==> src/rtl/sipo_deser_pkg.sv <==
// sipo_deser_pkg: shared types and constants for the serial-to-parallel deserializer.
//   state_e        - deserializer FSM states
//   DEFAULT_WIDTH  - default frame width in bits
//   cnt_width()    - bit-counter width able to hold 0..width
package sipo_deser_pkg;

    localparam int unsigned DEFAULT_WIDTH = 8;

    typedef enum logic [1:0] {
        IDLE  = 2'd0,
        SHIFT = 2'd1,
        PAR   = 2'd2,
        HOLD  = 2'd3
    } state_e;

    function automatic int unsigned cnt_width(input int unsigned width);
        return $clog2(width + 1);
    endfunction

endpackage

==> src/rtl/sipo_deser_bitcnt.sv <==
// sipo_deser_bitcnt: per-frame bit counter.
//   clk, rst - clock, asynchronous active-low reset
//   clr      - return count to 0 (highest priority)
//   load     - count := 1 (first bit of a frame sampled)
//   inc      - count := count + 1
//   tc_c     - combinational: the bit sampled on this edge is bit WIDTH
module sipo_deser_bitcnt
    import sipo_deser_pkg::*;
#(
    parameter int unsigned WIDTH = DEFAULT_WIDTH
) (
    input  logic clk,
    input  logic rst,
    input  logic clr,
    input  logic load,
    input  logic inc,
    output logic tc_c
);

    localparam int unsigned CW = cnt_width(WIDTH);

    logic [CW-1:0] count;

    // Counter register
    always_ff @(posedge clk or negedge rst) begin
        if (!rst) begin
            count <= '0;
        end else if (clr) begin
            count <= '0;
        end else if (load) begin
            count <= CW'(1);
        end else if (inc) begin
            count <= count + CW'(1);
        end
    end

    // WIDTH-1 bits already held, so the current sample completes the frame
    assign tc_c = (count == CW'(WIDTH - 1));

endmodule

==> src/rtl/sipo_deser.sv <==
// sipo_deser: MSB-first serial-in, parallel-out deserializer with valid/ready output.
//   clk, rst     - clock, asynchronous active-low reset
//   d, d_en      - serial data bit and its sample enable
//   start        - sampled bit is first bit of a frame (only with d_en)
//   dout         - assembled word, dout_valid marks a complete frame
//   dout_ready   - consumer accept, handshake on dout_valid && dout_ready
//   overrun      - one-cycle pulse when a frame start is dropped in HOLD
//   parity_err   - even-parity check result, valid with dout_valid
// Build option: SIPO_DESER_PARITY_EN adds a trailing even-parity bit per frame;
// without it parity_err is tied low.
module sipo_deser
    import sipo_deser_pkg::*;
#(
    parameter int unsigned WIDTH = DEFAULT_WIDTH
) (
    input  logic             clk,
    input  logic             rst,
    input  logic             d,
    input  logic             d_en,
    input  logic             start,
    output logic [WIDTH-1:0] dout,
    output logic             dout_valid,
    input  logic             dout_ready,
    output logic             overrun,
    output logic             parity_err
);

    state_e           state, state_d;
    logic [WIDTH-2:0] shreg, shreg_d;
    logic [WIDTH-1:0] dout_d;
    logic             valid_d;
    logic             ovr_d;
    logic             cnt_clr, cnt_load, cnt_inc;
    logic             tc_c;
    logic             first_c;
    logic [WIDTH-1:0] shifted_c;

`ifdef SIPO_DESER_PARITY_EN
    logic parity_q, perr_d;
`endif

    sipo_deser_bitcnt #(.WIDTH(WIDTH)) u_bitcnt (
        .clk  (clk),
        .rst  (rst),
        .clr  (cnt_clr),
        .load (cnt_load),
        .inc  (cnt_inc),
        .tc_c (tc_c)
    );

    assign first_c   = start && d_en;
    assign shifted_c = {shreg, d};

    // Next-state and next-output logic
    always_comb begin
        state_d  = state;
        shreg_d  = shreg;
        dout_d   = dout;
        valid_d  = dout_valid;
        ovr_d    = 1'b0;
        cnt_clr  = 1'b0;
        cnt_load = 1'b0;
        cnt_inc  = 1'b0;
`ifdef SIPO_DESER_PARITY_EN
        perr_d   = parity_q;
`endif
        case (state)
            IDLE: begin
                if (first_c) begin
                    shreg_d  = (WIDTH-1)'(d);
                    cnt_load = 1'b1;
                    state_d  = SHIFT;
                end
            end
            SHIFT: begin
                if (first_c) begin
                    shreg_d  = (WIDTH-1)'(d);
                    cnt_load = 1'b1;
                end else if (d_en) begin
                    shreg_d = shifted_c[WIDTH-2:0];
                    if (tc_c) begin
                        dout_d  = shifted_c;
                        cnt_clr = 1'b1;
`ifdef SIPO_DESER_PARITY_EN
                        state_d = PAR;
`else
                        valid_d = 1'b1;
                        state_d = HOLD;
`endif
                    end else begin
                        cnt_inc = 1'b1;
                    end
                end
            end
`ifdef SIPO_DESER_PARITY_EN
            PAR: begin
                if (first_c) begin
                    shreg_d  = (WIDTH-1)'(d);
                    cnt_load = 1'b1;
                    state_d  = SHIFT;
                end else if (d_en) begin
                    valid_d = 1'b1;
                    perr_d  = ^{dout, d};
                    state_d = HOLD;
                end
            end
`endif
            HOLD: begin
                // dout_valid is always 1 here, so ready alone completes the handshake
                if (dout_ready) begin
                    valid_d = 1'b0;
                    if (first_c) begin
                        shreg_d  = (WIDTH-1)'(d);
                        cnt_load = 1'b1;
                        state_d  = SHIFT;
                    end else begin
                        state_d = IDLE;
                    end
                end else if (first_c) begin
                    ovr_d = 1'b1;
                end
            end
            default: begin
                state_d = IDLE;
            end
        endcase
    end

    // State and output registers
    always_ff @(posedge clk or negedge rst) begin
        if (!rst) begin
            state      <= IDLE;
            shreg      <= '0;
            dout       <= '0;
            dout_valid <= 1'b0;
            overrun    <= 1'b0;
        end else begin
            state      <= state_d;
            shreg      <= shreg_d;
            dout       <= dout_d;
            dout_valid <= valid_d;
            overrun    <= ovr_d;
        end
    end

`ifdef SIPO_DESER_PARITY_EN
    // Parity result register
    always_ff @(posedge clk or negedge rst) begin
        if (!rst) begin
            parity_q <= 1'b0;
        end else begin
            parity_q <= perr_d;
        end
    end

    assign parity_err = parity_q;
`else
    assign parity_err = 1'b0;
`endif

endmodule

==> config.mk <==
export PLATFORM = sky130hd
export DESIGN_NAME = sipo_deser
export DESIGN_NICKNAME = d
export VERILOG_FILES = /design/src/rtl/sipo_deser_pkg.sv /design/src/rtl/sipo_deser_bitcnt.sv /design/src/rtl/sipo_deser.sv
export SDC_FILE = /design/constraint.sdc
export NUM_CORES = 1
export LEC_CHECK = 0
export CORE_AREA = 5 5 51 53
export CTS_CLUSTER_DIAMETER = 200
export DETAILED_ROUTE_END_ITERATION = 16
export DIE_AREA = 0 0 56 58
export PLACE_DENSITY_LB_ADDON = 0.15
export SYNTH_ARGS = -nofsm -noshare
export SYNTH_HDL_FRONTEND = slang
export SYNTH_HIERARCHICAL = 1
export SYNTH_SLANG_ARGS = --single-unit
==> constraint.sdc <==
create_clock -name clk -period 4.6 [get_ports clk]
set_input_delay 0.92 -clock clk [delete_from_list [all_inputs] [get_ports clk]]
set_output_delay 0.92 -clock clk [all_outputs]
set_load 0.02 [all_outputs]
Word level (Yosys, flattened, before mapping)
Cells that the tools add are included.
Storage, ports and cells
  flip-flop bits (word level): 23
  bits in latches: 0
  bits in writable memories: 0
  ROM bits: 0
  output and inout bits: 11
  memories: 0
Cells by class
  add/subtract/negate cells: 1
  $mul: 0
  divide/modulo/power cells: 0
  $lt $le $gt $ge: 0
  eq/ne operators: 9
  shift operators: 0
  mux-type cells: 33
  bitwise logic cells: 1
  reductions and logical operators: 10
Operators with widths (number)
  7-bit 2-to-1 mux: 4
  7-bit one-hot mux with 3 select lines: 1
  1-bit 2-to-1 mux: 17
  4-bit 2-to-1 mux: 3
  2-bit 2-to-1 mux: 5
  2-bit != test (second input constant): 5
  5-bit AND reduction: 2
  2-bit one-hot mux with 3 select lines: 1
  3-bit nonzero test: 2
  4-bit by 1-bit adder with 4-bit output (second input constant): 1
  4-bit by 3-bit equality test with 1-bit output (second input constant): 1
  1-bit one-hot mux with 2 select lines: 2
  4-bit AND reduction: 1
  3-bit != test (second input constant): 1
  3-bit AND reduction: 1
  2-bit by 1-bit equality test with 1-bit output (second input constant): 1
  2-bit equality test (second input constant): 1
  2-bit zero test: 1
  2-bit nonzero test: 1
  2-bit OR reduction: 1
  1-bit logical AND: 1
  1-bit inverter: 1

Logic depth before layout (Yosys ltp)
  depth after elaboration: 8
  gate-level depth with buffers: 8
  mapped depth without buffers: 7

By module
Netlist, hierarchy kept.
By module, submodules not included
  sipo_deser: instances 1, cells an instance 62, area each 874.6 µm², seq. area each 475.5 µm²
  sipo_deser_bitcnt: instances 1, cells an instance 20, area each 210.2 µm², seq. area each 100.1 µm²

Worst setup path after synthesis
OpenSTA, ideal clock, no wires.
  kind: input port to flip-flop
  start: input port d_en
  end: register u_bitcnt.count[3]
  arrival: 2.129 ns
  slack: 2.343 ns
  stages: 4
  buffers on the path: 0
  cell sequence: inv_2 nor4b_1 nand4_1 mux2_1
RTL lines
  from (decl): line sipo_deser.sv:19  | input logic d_en,
  1-bit 2-to-1 mux or 1-bit logical AND (tied branches): line sipo_deser.sv:79, sipo_deser.sv:51
  1-bit 2-to-1 mux (*): line sipo_deser.sv:76  | if (first_c) begin
  1-bit 2-to-1 mux (*): line sipo_deser.sv:67  | case (state)
  net cnt_inc: line sipo_deser.sv:33  | logic cnt_clr, cnt_load, cnt_inc;
  3-bit nonzero test (no source line) (*)
  to (signal assigned): line sipo_deser_bitcnt.sv:33  | count <= count + CW'(1);
  to (decl): line sipo_deser_bitcnt.sv:22  | logic [CW-1:0] count;
Mark *: on every way through the listed nets, which the timed path passes. The rest lies on a longest branch.
A chain may end at the register's enable or synchronous reset.

Worst setup path in the final report
Ends and elaborated chain as after synthesis.

==> impl_results.md <==
* Outcome: finished, final reports clean
* Async set-reset flop share out of synthesis at 1.00
* Count of mapped cells out of synthesis at 82
* Final worst hold slack at a little under 0.5 ns
* Count of unresolved DRC violations after routing at 0
* Highest clock rate at about 0.36 GHz
* Most frequent cells after synthesis: 23 x sky130_fd_sc_hd__dfrtp_1, 8 x sky130_fd_sc_hd__mux2_2, 7 x sky130_fd_sc_hd__mux2_4
* Worst-path maximum fanout at 5
* Predominant post-synthesis flop cell: sky130_fd_sc_hd__dfrtp_1
* DP Wirelength at 1250 um
* Post-cts repair resize count at 0
* Area grow syn2layout at 17.8%
* DR vias/cell at 5.21
* Final clock skew at a little under 0.002 ns
* N_diodes at 0
* Crit share post-route at 0.605
* Global-route wire length before repair at between 3000 and 4000 um
* Dpl ws at 1.52 ns
* Most repeated cell in the gate-level netlist after synthesis: sky130_fd_sc_hd__dfrtp_1
* Clock insertion delay at the later pin of the skew report at roughly 0.30 ns
* Post-synthesis cell area at 0.00108 mm^2
* Number of iterations in the first detailed-routing pass at 3
* Ratio of cells with drive above 1 in the final layout at 0.253
* Final design area excluding fillers at approximately 0.0013 mm^2
* Number of synthesized register bits at 23
* Routed vias at between 600 and 700
* Number of cell rows at 17
* Ranking of synthesized cells by area: sky130_fd_sc_hd__dfrtp_1 53%, sky130_fd_sc_hd__mux2_4 9.7%, sky130_fd_sc_hd__mux2_2 8.3%, sky130_fd_sc_hd__and3_1 3.5%, sky130_fd_sc_hd__o32ai_4 2.5%
* Sum of negative setup slack at 0 ns
* Mapped Nets at 89
* Chip Width at between 50 and 60 um
* Minimum setup slack in the final design at approximately 1.8 ns
* Period minus WS final at 2.79 ns
* Die Height at 58 um
* Wirelength, routed at 1790 um
* Overall die area at approximately 0.0032 mm^2
* Number of buffers added to fix hold violations after cts at 0
* TritonCTS clock tree: built
* Fill count at between 150 and 200
* Crit end category: flop
* Hold crit path type: flop to flop
* Total core area at around 0.0021 mm^2
* Number of distinct library cell variants in the gate-level netlist after synthesis at 28
* Relative slew slack at 0.324
* I/O Pins at 17
* Required time of the critical path at 4.80 ns
* Gp weighted congestion at roughly 0.76
* Post-synth EDFFs at 0
* Root buffer cell: sky130_fd_sc_hd__clkbuf_4
* Initial Utilization at 0.515
* Pin count of the biggest net entering global routing at 24
* Number of H-tree branching levels at 1
* Largest area contributor in the netlist: sky130_fd_sc_hd__dfrtp_1
* Antenna violation net count after detailed routing at 0
* Area used by sequential logic in the layout at 576 um^2
* CP Launch Type: input pin
* Drt initial violations at 3
* Maximum capacitance violations at 0
* Number of buffers inserted during clock tree synthesis at 3
* Unrepaired setup endpoints after global routing: false
* GRT Overall Usage at 0.125
* Footprint of the multi-input gates at about 480 um^2
* Top cell type's share of synthesized area at 0.531
* Port bufs at 15
* Total of warnings raised by yosys at 6
* Largest voltage drop on the vdd net at 263 uV
* Final setup violation count at 0
* Pwr per Cell Area at approximately 440 mW/mm^2
* Max Buffers Root-to-Sink at 2
* Total cell area at the placement stage at 0.00125 mm^2
* Tightest Pin Transition at approximately 1.0 ns
* Final count of hold timing violations at 0
* Via count of the first global-routing pass at 678
* Clock sink count at 23
* Overflow left after global routing at 0
* Register area share after synthesis at 0.531
* Mean area per synthesized cell at 13.2 um^2
* Setup Crit Path Kind: input pin to flop
* Leakage power at 0.000629 uW
* Clock-pin slew on the worst setup and hold paths at 0.12 ns
* Nets at 107
* Drt wl/cell at approximately 14 um
* Number of pins exceeding their max-slew limit in the final report at 0
* Number of antenna violations at the first check in global routing at 0
* Number of buffers inserted to repair setup after CTS at 0
* Arrival time of the worst setup path at ~3.0 ns
## area by class of cell
cell class,count,share of cell area
flip-flops and latches,23,0.451
multi-input cells,54,0.375
repair buffers,15,0.118
well taps,28,0.0274
clock buffers,4,0.0206
inverters,3,0.00881
## layout by cell type (no fill, tap or decap), drive strengths merged, types with 2 or more instances in the layout
cell type       n
a21oi           5
mux2           16
clkbuf          4
clkdlybuf4s50  15
a21bo           2
dfrtp          23
nor3            2
nand2           6
inv             3
nor2            3
and3            6
## cell families (layout without fill, tap and decap cells)
kind of cell | Yosys count | in the layout | share of synthesized area
flops | 23 | 23 | 0.531
compound gates | 9 | 9 | 0.0715
other cells | 1 | 1 | 0.00346
simple gates | 25 | 25 | 0.148
buf+inv | 5 | 22 | 0.0277
xor+xnor | 1 | 1 | 0.00808
fa+ha+maj | 1 | 1 | 0.0115
mux | 17 | 17 | 0.200
## registers in the layout, summed over array words and instances, names as in the netlist
| signal | count |
|---|---|
| u_bitcnt/count | 4 |
| dout_valid | 1 |
| dout | 8 |
| state | 2 |
| shreg | 7 |
| overrun | 1 |
## worst paths after layout
kind	start	to	slack, ns	depth (start not counted)
setup / recovery	d_en	u_bitcnt/count[3]$_DFFE_PN0P_	1.81	5
hold / removal	dout_valid$_DFFE_PN0P_	dout_valid$_DFFE_PN0P_	0.49	2
setup reg to reg	u_bitcnt/count[0]$_DFFE_PN0P_	u_bitcnt/count[3]$_DFFE_PN0P_	2.33	6
hold reg to reg	dout_valid$_DFFE_PN0P_	dout_valid$_DFFE_PN0P_	0.49	2
max in group asynchronous	rst	shreg[5]$_DFFE_PN0P_	2.88	1
min in group asynchronous	rst	shreg[4]$_DFFE_PN0P_	1.14	1
## per-layer routing
metal  share of wire  track usage  up-vias  wire (um)
met1            0.45        0.156      331        805
li1                -            -      321          -
met3           0.036       0.0267        2         64
met2            0.51        0.202        8        912
met4          0.0056       0.0678        0         10
met5               0            0        -          0
## per-stage QoR
| step | total power [uW] | cells | utilization |
|---|---|---|---|
| finish | 564 | 127 | 0.607 |
| global route | 597 | 127 | 0.607 |
| CTS | 570 | 127 | 0.607 |
| detailed placement | 479 | 123 | 0.594 |
| global placement | 472 | 123 | 0.594 |
| floorplan | 405 | 82 | - |
## report_power, final
group,internal [uW],switching (uW),total (uW)
sequential,251,34.2,286
combinational,107,79.8,187
clock,33.8,57.1,90.9
total,393,171,564
## critical path, stage by stage
cell                              delay [ns]
sky130_fd_sc_hd__clkdlybuf4s50_1        0.58
sky130_fd_sc_hd__inv_2                  0.08
sky130_fd_sc_hd__nor4b_1                0.86
sky130_fd_sc_hd__nand4_1                0.18
sky130_fd_sc_hd__mux2_1                 0.36
No activity file was read; power rests on OpenSTA's default activity.
==> edit: new RTL, same settings <==
Change the package constant `DEFAULT_WIDTH` from 8 to 6.
--- a/src/rtl/sipo_deser_pkg.sv
+++ b/src/rtl/sipo_deser_pkg.sv
@@ -5,5 +5,5 @@
 package sipo_deser_pkg;
 
-    localparam int unsigned DEFAULT_WIDTH = 8;
+    localparam int unsigned DEFAULT_WIDTH = 6;
 
     typedef enum logic [1:0] {
Ports: changed (resized dout); port bits go from 17 to 15. The function was not compared with the original's and may differ.
==> edit against the original RTL <==
- total power down 7.8%
- worst setup slack improved by 0.60 ns
- wire length decreased by 18%
- sequential cell count decreased by 5
- global-route usage fell by 2.0 points
- via count shrank 19%
- area after synthesis decreased by 19%
- sequential share of layout area decreased by 2.5 points
- core utilization shrank 10 points
- final area shrank 17%
- final cell count shrank 12%
- worst hold slack better by 0.023 ns
==> edit: results (changes against the original RTL) <==
syn nets=77 (was 89); Post-synth EDFFs=0 (unchanged); dpl hpwl=1110 um (was 1250 um); VDD IR max=0.251 mV (was 0.263 mV); gr usage total=10.4% (was 12.5%); synth warn=6 (unchanged); pre-CTS setup slack=2.13 ns (was 1.52 ns); vias in the first global route=594 (was 678); share of cells above drive strength 1=23.8% (was 25.3%); static leakage=0.516 nW (was 0.629 nW); WP data arrival=1.27 ns (was 2.98 ns); # diodes=0 (unchanged); Rel. slew slack=46.5% (was 32.4%); status=completed (unchanged); register area share after synthesis=51.3% (was 53.1%); maximum clock insertion buffer count=2 (unchanged); largest net degree at the start of global routing=19 (was 24); placer congestion estimate=0.736 (was 0.758); fin nets=94 (was 107); Max FO, Critical Path=3 (was 5); CP top delay family=buffers and inverters (was simple AND/OR/NAND/NOR gates); most frequent cells after synthesis=dfrtp_1 (18), mux2_4 (6), a21oi_1 (5), mux2_2 (5), nand2_1 (5) (was dfrtp_1 (23), mux2_2 (8), mux2_4 (7), and3_1 (6), nand2_1 (6)); dominant cells by area after synthesis=dfrtp_1 (51%), mux2_4 (10%), mux2_2 (6.4%) (was dfrtp_1 (53%), mux2_4 (9.7%), mux2_2 (8.3%)); clk_lat worst skew=0.28 ns (was 0.30 ns); Pre-antenna DRT Iters=4 (was 3); class of the worst hold path=reg2reg (unchanged); clock skew=0.00488 ns (was 0.00194 ns); port buffer count=13 (was 15); top flop regs=dout: 6 flops, shreg: 5 flops, u_bitcnt/count: 3 flops (was dout: 8 flops, shreg: 7 flops, u_bitcnt/count: 4 flops); Cell Area, Placed=0.00104 mm^2 (was 0.00125 mm^2); global-route wire length before repair=2660 um (was 3180 um); Vias/cell=4.80 (was 5.21); Slowest-stage cell, CP=clkdlybuf4s50_1 (was nor4b_1); Sw Pwr=166 uW (was 171 uW); DRC marker count from the first detailed-route iteration=3 (unchanged); post-synth cell types=23 (was 28); Clk pin slew, worst setup/hold paths=0.09 ns (was 0.12 ns); CP peak stage delay=0.61 ns (was 0.86 ns); DR WL/cell=13.2 um (was 14.1 um)
==> edit: cell types whose count changed after synthesis, moves of 2 or more <==
cell	before	now
inv_1	2	4
and3_1	6	4
nor3_1	2	0
mux2_2	8	5
dfrtp_1	23	18
==> edit: kinds of logic after synthesis <==
kind of cell,synth area share (%)
and+or+nand+nor,14.2
DFF,51.3
AOI/OAI and AO/OA,11.0
muxes,16.7
buffers and inverters,2.56
adders and majority gates,2.85
other,0.427
xor gates and xnor gates,0.997
==> edit: per-layer routing <==
layer  vias up  wire, um  GRT usage (%)
met5         -         0              0
met4         0        12           2.03
met3         2        69           4.45
met2        10       705           16.7
met1       260       686           13.3
li1        266         -              -
==> edit: power by group through the flow <==
| stage | clock network (mW) | logic (mW) | registers (mW) |
|---|---|---|---|
| 6_report | 0.0739 | 0.202 | 0.244 |
| 5_1_grt | 0.0856 | 0.221 | 0.252 |
| 4_1_cts | 0.0794 | 0.206 | 0.245 |
| 3_5_place_dp | 0 | 0.205 | 0.248 |
| 3_3_place_gp | 0 | 0.202 | 0.246 |
| 2_1_floorplan | 0 | 0.118 | 0.263 |
==> edit: layout make-up <==
class,count,area (um^2)
well taps,28,35.0
inverters,4,15.0
multi-input cells,46,405
fillers,199,1050
flip-flops and latches,18,450
clock buffers,3,22.5
repair buffers,13,130
==> edit: worst paths after layout <==
path                                     end              start  slack [ns]  depth (start not counted)
max                               dout_valid         dout_valid        2.41                          1
max in group asynchronous           shreg[1]                rst        3.01                          1
min                               dout_valid         dout_valid        0.51                          2
min in group asynchronous  u_bitcnt/count[1]                rst        1.09                          1
max reg2reg                u_bitcnt/count[1]  u_bitcnt/count[0]        3.01                          6
min reg2reg                       dout_valid         dout_valid        0.51                          2
==> edit: per-stage QoR <==
stage	cells	util, %
2_1_floorplan	69	-
3_3_place_gp	109	49.2
3_5_place_dp	109	49.2
4_1_cts	112	50.3
5_1_grt	112	50.3
6_report	112	50.3
